### src/rtl/gyro_motion_detector.sv
// Purpose : turns gyro angular-rate samples into a debounced one-cycle "mover" pulse
//           (magnitude threshold, N consecutive hits, then a cooldown window).
// Latency : mover rises 1 cycle after the sample_valid that carried the final hit.
// Backpres: none; samples are strobed in and simply ignored outside ARMED/COUNTING.
//
// Ports:
//   clk               system clock (50 MHz)
//   reset             synchronous, active-low; clears all state
//   enable_giroscopio block enable; low forces IDLE and flushes the hit count
//   sample_valid      one-cycle strobe qualifying sample_data
//   sample_data       signed angular rate (two's complement, DATA_W bits)
//   mover             one-cycle pulse on detected movement
//   moving            level, high from the fire cycle until the cooldown ends
//   mover_dir         (only with GYRO_DIRECTION_EN) 1 = positive rotation at last fire
//   hit_cnt           current consecutive-hit count
//
// Optional feature macro: GYRO_DIRECTION_EN -- consecutive hits must share sign and
// the sign of the firing run is reported on mover_dir.

module gyro_motion_detector #(
  parameter int DATA_W          = 16,
  parameter int THRESHOLD       = 2000,
  parameter int HIT_COUNT       = 3,
  parameter int COOLDOWN_CYCLES = 25000000,
  parameter int CNT_W           = 25
) (
  input  logic                     clk,
  input  logic                     reset,
  input  logic                     enable_giroscopio,
  input  logic                     sample_valid,
  input  logic signed [DATA_W-1:0] sample_data,
  output logic                     mover,
  output logic                     moving,
`ifdef GYRO_DIRECTION_EN
  output logic                     mover_dir,
`endif
  output logic [3:0]               hit_cnt
);

  localparam logic [2:0] S_IDLE     = 3'd0;
  localparam logic [2:0] S_ARMED    = 3'd1;
  localparam logic [2:0] S_COUNTING = 3'd2;
  localparam logic [2:0] S_FIRE     = 3'd3;
  localparam logic [2:0] S_COOLDOWN = 3'd4;

  localparam logic [DATA_W-1:0] THR_L   = DATA_W'(THRESHOLD);
  localparam logic [DATA_W-1:0] MIN_NEG = {1'b1, {(DATA_W-1){1'b0}}};
  localparam logic [DATA_W-1:0] MAX_POS = {1'b0, {(DATA_W-1){1'b1}}};
  localparam logic [DATA_W-1:0] ZERO_D  = '0;
  localparam logic [3:0]        HIT_L   = 4'(HIT_COUNT);
  // Loading COOLDOWN_CYCLES-1 makes the FIRE cycle plus the countdown span
  // exactly COOLDOWN_CYCLES+1 cycles of moving.
  localparam logic [CNT_W-1:0]  CD_LOAD = (COOLDOWN_CYCLES > 0) ?
                                          CNT_W'(COOLDOWN_CYCLES - 1) : '0;

  logic [2:0]        state_q,   state_d;
  logic [3:0]        hit_cnt_q, hit_cnt_d;
  logic              mover_q,   mover_d;
  logic              moving_q,  moving_d;
  logic [CNT_W-1:0]  cnt_q,     cnt_d;

  logic [DATA_W-1:0] sample_u;
  logic [DATA_W-1:0] mag;
  logic              hit;
  logic              same_run;
  logic [3:0]        hit_next;

`ifdef GYRO_DIRECTION_EN
  logic              run_dir_q,   run_dir_d;
  logic              mover_dir_q, mover_dir_d;
  logic              sample_pos;
`endif

  // Magnitude with saturation: the most negative code has no positive twin,
  // so it clamps to the largest positive value instead of wrapping.
  always_comb begin
    sample_u = sample_data;
    if (!sample_u[DATA_W-1]) begin
      mag = sample_u;
    end else if (sample_u == MIN_NEG) begin
      mag = MAX_POS;
    end else begin
      mag = ZERO_D - sample_u;
    end
    hit = (mag > THR_L);
  end

`ifdef GYRO_DIRECTION_EN
  // Zero is never a hit, so sign bit clear means a strictly positive rate.
  assign sample_pos = ~sample_data[DATA_W-1];
  assign same_run   = (sample_pos == run_dir_q);
`else
  assign same_run   = 1'b1;
`endif

  assign hit_next = hit_cnt_q + 4'd1;

  always_comb begin
    state_d   = state_q;
    hit_cnt_d = hit_cnt_q;
    mover_d   = 1'b0;
    moving_d  = moving_q;
    cnt_d     = cnt_q;
`ifdef GYRO_DIRECTION_EN
    run_dir_d   = run_dir_q;
    mover_dir_d = mover_dir_q;
`endif

    if (!enable_giroscopio) begin
      // Enable outranks samples: a final hit in this cycle is discarded too.
      state_d   = S_IDLE;
      hit_cnt_d = 4'd0;
      moving_d  = 1'b0;
      cnt_d     = '0;
    end else begin
      case (state_q)
        S_IDLE: begin
          state_d   = S_ARMED;
          hit_cnt_d = 4'd0;
          moving_d  = 1'b0;
        end

        S_ARMED: begin
          if (sample_valid && hit) begin
            hit_cnt_d = 4'd1;
`ifdef GYRO_DIRECTION_EN
            run_dir_d = sample_pos;
`endif
            if (HIT_L == 4'd1) begin
              state_d  = S_FIRE;
              mover_d  = 1'b1;
              moving_d = 1'b1;
`ifdef GYRO_DIRECTION_EN
              mover_dir_d = sample_pos;
`endif
            end else begin
              state_d = S_COUNTING;
            end
          end
        end

        S_COUNTING: begin
          if (sample_valid) begin
            if (!hit) begin
              hit_cnt_d = 4'd0;
              state_d   = S_ARMED;
            end else if (!same_run) begin
              // Opposite-sign hit starts a fresh run rather than clearing.
              hit_cnt_d = 4'd1;
`ifdef GYRO_DIRECTION_EN
              run_dir_d = sample_pos;
`endif
            end else begin
              hit_cnt_d = hit_next;
              if (hit_next == HIT_L) begin
                state_d  = S_FIRE;
                mover_d  = 1'b1;
                moving_d = 1'b1;
`ifdef GYRO_DIRECTION_EN
                mover_dir_d = run_dir_q;
`endif
              end
            end
          end
        end

        S_FIRE: begin
          hit_cnt_d = 4'd0;
          cnt_d     = CD_LOAD;
          moving_d  = 1'b1;
          state_d   = S_COOLDOWN;
        end

        S_COOLDOWN: begin
          // Samples are deliberately not looked at here.
          if (cnt_q == '0) begin
            state_d  = S_ARMED;
            moving_d = 1'b0;
          end else begin
            cnt_d = cnt_q - 1'b1;
          end
        end

        default: begin
          state_d   = S_IDLE;
          hit_cnt_d = 4'd0;
          moving_d  = 1'b0;
          cnt_d     = '0;
        end
      endcase
    end
  end

  always_ff @(posedge clk) begin
    if (!reset) begin
      state_q   <= S_IDLE;
      hit_cnt_q <= 4'd0;
      mover_q   <= 1'b0;
      moving_q  <= 1'b0;
      cnt_q     <= '0;
`ifdef GYRO_DIRECTION_EN
      run_dir_q   <= 1'b0;
      mover_dir_q <= 1'b0;
`endif
    end else begin
      state_q   <= state_d;
      hit_cnt_q <= hit_cnt_d;
      mover_q   <= mover_d;
      moving_q  <= moving_d;
      cnt_q     <= cnt_d;
`ifdef GYRO_DIRECTION_EN
      run_dir_q   <= run_dir_d;
      mover_dir_q <= mover_dir_d;
`endif
    end
  end

  assign mover   = mover_q;
  assign moving  = moving_q;
  assign hit_cnt = hit_cnt_q;
`ifdef GYRO_DIRECTION_EN
  assign mover_dir = mover_dir_q;
`endif

endmodule

### config.mk
export PLATFORM = sky130hd
export DESIGN_NAME = gyro_motion_detector
export DESIGN_NICKNAME = d
export VERILOG_FILES = /design/src/rtl/gyro_motion_detector.sv
export SDC_FILE = /design/constraint.sdc
export NUM_CORES = 1
export LEC_CHECK = 0
export ABC_AREA = 1
export CORE_ASPECT_RATIO = 0.9
export CORE_MARGIN = 5
export CORE_UTILIZATION = 47
export CTS_CLUSTER_SIZE = 40
export DETAILED_ROUTE_END_ITERATION = 10
export GPL_ROUTABILITY_DRIVEN = 0
export MAX_ROUTING_LAYER = met4
export PLACE_DENSITY_LB_ADDON = 0.15
export SYNTH_ARGS = -nofsm -noshare
export SYNTH_HDL_FRONTEND = slang
export SYNTH_SLANG_ARGS = --single-unit
export TNS_END_PERCENT = 5
### constraint.sdc
create_clock -name clk -period 2.3 [get_ports clk]
set_clock_uncertainty 0.2 [all_clocks]
set_input_delay 0.575 -clock clk [delete_from_list [all_inputs] [get_ports clk]]
set_output_delay 0.575 -clock clk [all_outputs]
set_load 0.005 [all_outputs]
[Word level (Yosys, flattened, before mapping)]
Cells that the tools add are included.
Word-level totals
  register bits: 34
  input port bits: 20
  output and inout bits: 6
  word-level logic and storage cells: 55
Operators by class
  $add $sub $neg: 3
  order comparisons: 1
  eq/ne operators: 13
  muxes and demuxes: 20
  bitwise gates (word level): 3
  reductions and logical operators: 10
Operator list (count)
  $pmux W25 S3: 1
  $mux W16: 2
  $logic_not A25 Y1: 1
  $mux W25: 1
  $sub A25 B1 Y25 const B: 1
  $eq A16 B16 Y1 const B: 1
  $gt A16 B11 Y1 const B: 1
  $sub A1 B16 Y16 const A: 1
  $mux W3: 5
  $pmux W3 S5: 1
  $mux W4: 3
  $ne A2 B2 Y1 const B: 6
  $pmux W4 S3: 1
  $reduce_and A5 Y1: 2
  $eq A3 B2 Y1 const B: 2
  $mux W1: 5
  $add A4 B1 Y4 const B: 1
  $eq A4 B2 Y1 const B: 1
  $pmux W1 S4: 1
  $reduce_and A2 Y1: 2
  $reduce_and A4 Y1: 1
  $eq A3 B1 Y1 const B: 1
  $eq A3 B3 Y1 const B: 1
  $logic_not A3 Y1: 1
  5 further kinds: 7

[Longest topological paths before layout]
  word-level depth: 7
  depth in mapped cells: 19
  mapped depth without buffers: 19

[Least setup slack after synthesis]
Ideal clock, no wire load.
  path type: input to register
  from: input sample_data[1]
  to: register hit_cnt_q[0] (netlist: hit_cnt[0])
  setup time: 114 ps
  arrival time: 1966 ps
  required time: 1986 ps
  path slack: 20 ps
  cell stages on the path: 19
  path buffers: 0
  cell sequence: inv_1 -> ha_1 -> nand2_1 -> nor2_2 -> nand2_1 -> nand2_1 -> nand2_1 -> nand2_1 -> nand2_1 -> nor2_1 -> nand2_1 -> nor2_2 -> nand2_4 -> nand2_2 -> nand2_4 -> nand2_2 -> nand2_1 -> nand2_1 -> nor2_2
On the way
  longest elaborated chain between the ends: 7
  elaborated cells on any way between the ends: 11
  classes of those cells: add/sub: 1; order compare: 1; eq/ne: 2; mux: 5; reduce/logical: 2
Ends and longest elaborated chain
  start, declared: RTL line 31  | input logic signed [DATA_W-1:0] sample_data,
  $sub A1 B16 Y16 or $eq A16 B16 Y1 (tied branches): RTL line 83, 80
  $mux W16: RTL line 80  | end else if (sample_u == MIN_NEG) begin
  $mux W16 *: RTL line 78  | if (!sample_u[DATA_W-1]) begin
  $gt A16 B11 Y1 *: RTL line 85  | hit = (mag > THR_L);
  $mux W4 or $logic_and A1 B1 Y1 (tied branches): RTL line 144, 124
  $mux W4 or $ne A2 B2 Y1 (tied branches)
  $pmux W4 S3 or $reduce_and A3 Y1 (tied branches)
  end signal, assigned: RTL line 207  | hit_cnt_q <= hit_cnt_d;
  end, declared: RTL line 57  | logic [3:0] hit_cnt_q, hit_cnt_d;
Mark *: on every way between the ends. The rest lies on a longest branch, timed or not. The select of a mux whose other input is x is not followed.
A chain may end at the register's enable or synchronous reset.

[Worst setup path after layout]
  from: input sample_data[1]
  to: register state_q[1]
On the way
  longest elaborated chain between the ends: 7
  elaborated cells on any way between the ends: 12
  classes of those cells: add/sub: 1; order compare: 1; eq/ne: 3; mux: 5; reduce/logical: 2
Ends and longest elaborated chain
  $sub A1 B16 Y16 or $eq A16 B16 Y1 (tied branches): RTL line 83, 80
  $mux W16: RTL line 80
  $mux W16 *: RTL line 78
  $gt A16 B11 Y1 *: RTL line 85
  $mux W3 or $logic_and A1 B1 Y1 (tied branches): RTL line 144, 124
  $mux W3 or $ne A2 B2 Y1 (tied branches)
  $pmux W3 S5 or $reduce_and A4 Y1 (tied branches)
  end signal, assigned: RTL line 206  | state_q <= state_d;
  end, declared: RTL line 56  | logic [2:0] state_q, state_d;
Marked as above.

==> reports/qor.txt <==
SETUP PATH
--------------------------------------------------------------------------------------------------------
Crit path top cell by count                                                                 sky130_fd_sc_hd__buf_4
Start-to-end type of the worst setup path                                                   primary input to flop
Arr. time, crit path                                                                             2.38 ns
WP depth                                                                                              15
Capture instance of the worst register-to-register path                                       state_q[1]
Largest stage delay, worst path                                                                  0.18 ns
Capturing element of the worst setup path                                                     state_q[1]
Worst endpoint required time                                                                     2.32 ns
Reg-to-Reg Start                                                                                cnt_q[1]
Crit path launch type                                                                       primary input
R2R setup slack                                                                                  0.13 ns
Setup crit end kind                                                                                 flop
CP max stage cell                                                                           sky130_fd_sc_hd__a21oi_4
Bufs and invs on worst path                                                                            5
Critical path origin                                                                        sample_data[1]
CP delay by family, top                                                                     compound AO/OA/AOI/OAI gates
List of cells traversed by the critical path                                                clkbuf_2 -> inv_2 -> ha_4 -> buf_4 -> buf_4 -> xor2_1 -> nand2_1 -> a21oi_2 -> o21bai_1 -> nand2_2 -> nand2_4 -> buf_6 -> a21oi_4 -> nand3_1 -> a21oi_1
Largest driver fanout on the critical path                                                             6
FF-to-FF path depth                                                                                   12

CLOCK TREE
--------------------------------------------------------------------------------------------------------
Cell at the root of the clock tree                                                          sky130_fd_sc_hd__clkbuf_8
H-Tree Level Count                                                                                     2
Post-CTS clock slew at the launch and capture registers of the worst setup and hold paths        0.08 ns
Worst skew pair latency                                                                          0.29 ns
Clk sinks                                                                                             34
Maximum clock insertion buffer count                                                                   2
Clock tree from TritonCTS                                                                          built
Cts bufs inserted                                                                                      5

TIMING
--------------------------------------------------------------------------------------------------------
RSZ-0062 raised after global routing                                                                true
Hold Worst Slack                                                                                0.255 ns
Max-slew violation total from the final report                                                         0
Finish-stage setup viols                                                                               1
Accumulated negative setup slack                                                              -0.0649 ns
Final hold violation count                                                                             0
Fin worst setup slack                                                                         -0.0649 ns
Slew at the pin closest to its max-slew limit                                                   0.623 ns
Max frequency                                                                                  0.423 GHz
Fraction of the cycle the final worst path needs                                                    103%
Period minus WS final                                                                            2.36 ns
Relative max-transition margin                                                                     58.1%

POWER AND IR DROP
--------------------------------------------------------------------------------------------------------
Static Leak                                                                                   0.00159 µW
Maximum VDD drop                                                                                0.250 mV
Power density over the cells                                                                  417 mW/mm²

GLOBAL ROUTING
--------------------------------------------------------------------------------------------------------
Remaining global-route overflow                                                                        0
Wire length of the first global-routing pass                                                   11,300 µm
Aggregate global-route resource usage                                                              20.1%
Maximum number of pins on one net before global-route repair                                          14
Via count of the first global-routing pass                                                         2,539
Number of antenna violations at the first check in global routing                                      0

PLACE
--------------------------------------------------------------------------------------------------------
Cells after DPL                                                                                      517
Post-detailed-placement half-perimeter wirelength                                                4980 µm
Buffers on Ports                                                                                      25
Post-placement cell area                                                                     0.00312 mm²
Placement-stage worst setup slack                                                              -0.637 ns

DRT
--------------------------------------------------------------------------------------------------------
Average wire per cell in the routed design                                                       13.0 µm
Drt via density                                                                                     5.26
Antenna-violating nets left                                                                            0
Iteration-0 DRC Markers                                                                              159
Number of design rule violations left after detail routing                                             0
Total number of vias                                                                               2,824
Routed wire length                                                                               6990 µm
Detailed Routing Iterations Pass 1                                                                     5

FLOORPLAN
--------------------------------------------------------------------------------------------------------
Row cnt                                                                                               25
Chip Width                                                                                       87.8 µm
Die height                                                                                       80.1 µm
Core region area                                                                             0.00529 mm²
Starting density of the core                                                                       48.5%
Number of ports placed on the die boundary                                                            26
Die area                                                                                     0.00703 mm²

OUTCOME
--------------------------------------------------------------------------------------------------------
Violations in the final reports                                                             negative setup slack
Outcome                                                                                     finished with violations

LAYOUT
--------------------------------------------------------------------------------------------------------
Share of post-route cells with drive strength above 1                                              30.2%
Leading cell types in the layout, fill and taps excluded                                    sky130_fd_sc_hd__nand2_1 (76), sky130_fd_sc_hd__nor2_1 (53), sky130_fd_sc_hd__inv_1 (44), sky130_fd_sc_hd__buf_4 (35), sky130_fd_sc_hd__dfxtp_1 (34)
Layout Area Growth over Synthesis                                                                  35.7%
Final #Nets                                                                                          493
Multi-input logic area                                                                       0.00180 mm²
Total non-filler cell area in the finished layout                                            0.00348 mm²
Most common cell after layout, fill and taps aside                                          sky130_fd_sc_hd__nand2_1
Number of fill cells                                                                                 467
Non-Filler Instances                                                                                 537
Sequential cell area                                                                             681 µm²
Count of antenna diodes in the layout                                                                  0

LOGIC SYNTHESIS
--------------------------------------------------------------------------------------------------------
Avg Cell Area, Syn                                                                              6.41 µm²
Biggest area contributors in the synthesized netlist                                        sky130_fd_sc_hd__dfxtp_1 (27%), sky130_fd_sc_hd__nand2_1 (12%), sky130_fd_sc_hd__nor2_1 (8.8%)
Post-synth net total                                                                                 424
Library cells used by synthesis                                                                       36
Post-synth top area share                                                                          26.6%
Post-synthesis sequential area ratio                                                               26.6%
Number of instances in the synthesized netlist                                                       400
Number of synthesis warnings                                                                           0
Register bit total from synthesis                                                                     34
Dominant cell type by area after synthesis                                                  sky130_fd_sc_hd__dfxtp_1
Combined area of all synthesized cells                                                       0.00256 mm²

RUN
--------------------------------------------------------------------------------------------------------
Number of violations of the max-capacitance limit                                                      0

MIN PATH
--------------------------------------------------------------------------------------------------------
Hold WC Path Type                                                                           flop to flop

[registers in the layout (all words and copies together), names as in the netlist]
signal   flops
hit_cnt      4
cnt_q       25
state_q      3
mover        1
moving       1
[what timing repair did]
action | CTS | global route
resized for setup | 35 | 64
buffers inserted | 2 | 9
cloned | 1 | 0
pin swaps | 19 | 40
hold buffers | 0 | 0
setup endpoints to repair | 8 | 15
[final cells by class]
type,instances,share of cell area [%]
Inverter,56,6.47
Sequential cell,34,19.6
Tap cell,67,2.41
Clock buffer,6,2.37
Clock inverter,2,0.360
Timing Repair Buffer,68,16.9
Multi-Input combinational cell,304,51.9
[per-stage QoR]
step	total power (µW)	utilization, %
after floorplan	810	-
after global placement	926	59.0
after detailed placement	932	59.0
after CTS	1410	62.1
after global routing	1520	65.8
final	1450	65.8
[kinds of logic (layout without fill, tap and decap cells)]
group / Yosys count / in the layout / share of synthesized area [%]
DFF: 34 / 34 / 26.6
AOI/OAI and AO/OA: 65 / 65 / 18.4
xor gates and xnor gates: 6 / 6 / 2.05
adders and majority gates: 4 / 4 / 1.95
buffers and inverters: 63 / 132 / 10.1
and+or+nand+nor: 228 / 229 / 41.0
[worst register-to-register path: cells and delay by family, from the launching register on]
family          cells  cell delay (ns)
simple gates        7             0.87
compound gates      2             0.33
flops               1             0.30
buf+inv             2             0.20
fa+ha+maj           1             0.18
[layer usage]
metal / global-route usage, % / up-vias / wire length (µm)
met5: - / - / 0
li1: - / 1455 / -
met1: 26.6 / 1304 / 3330
met2: 32.9 / 61 / 3340
met3: 3.08 / 4 / 274
met4: 3.68 / 0 / 51
[Yosys cell counts, drive strengths merged]
| cell | instances |
|---|---|
| nand2 | 94 |
| nor2 | 74 |
| inv | 56 |
| nand3 | 40 |
| dfxtp | 34 |
| o21ai | 23 |
| a21oi | 22 |
| a221oi | 15 |
| nor3 | 10 |
| nand3b | 6 |
| xor2 | 5 |
| buf | 4 |
| ha | 4 |
| clkbuf | 3 |
| nand4 | 2 |
| o21a | 2 |
| or2 | 2 |
| o211ai | 1 |
| o21bai | 1 |
| o41ai | 1 |
| xnor2 | 1 |
[worst min-delay path by stage]
| stage | start | end | slack (ns) | depth (start not counted) |
|---|---|---|---|---|
| 3_5_place_dp | moving | moving | 0.24 | 2 |
| 3_3_place_gp | moving | moving | 0.24 | 2 |
| 6_report | moving | moving | 0.26 | 2 |
| 5_1_grt | moving | moving | 0.29 | 2 |
| 4_1_cts | moving | moving | 0.26 | 2 |
| 2_1_floorplan | cnt_q[9] | cnt_q[9] | 0.24 | 1 |
[power breakdown]
group / switching, µW / internal (µW) / total [µW]
Combinational: 207 / 160 / 367
Sequential: 10.3 / 599 / 609
Clock: 233 / 241 / 474
Note: power is estimated with default switching activity, not from simulation.
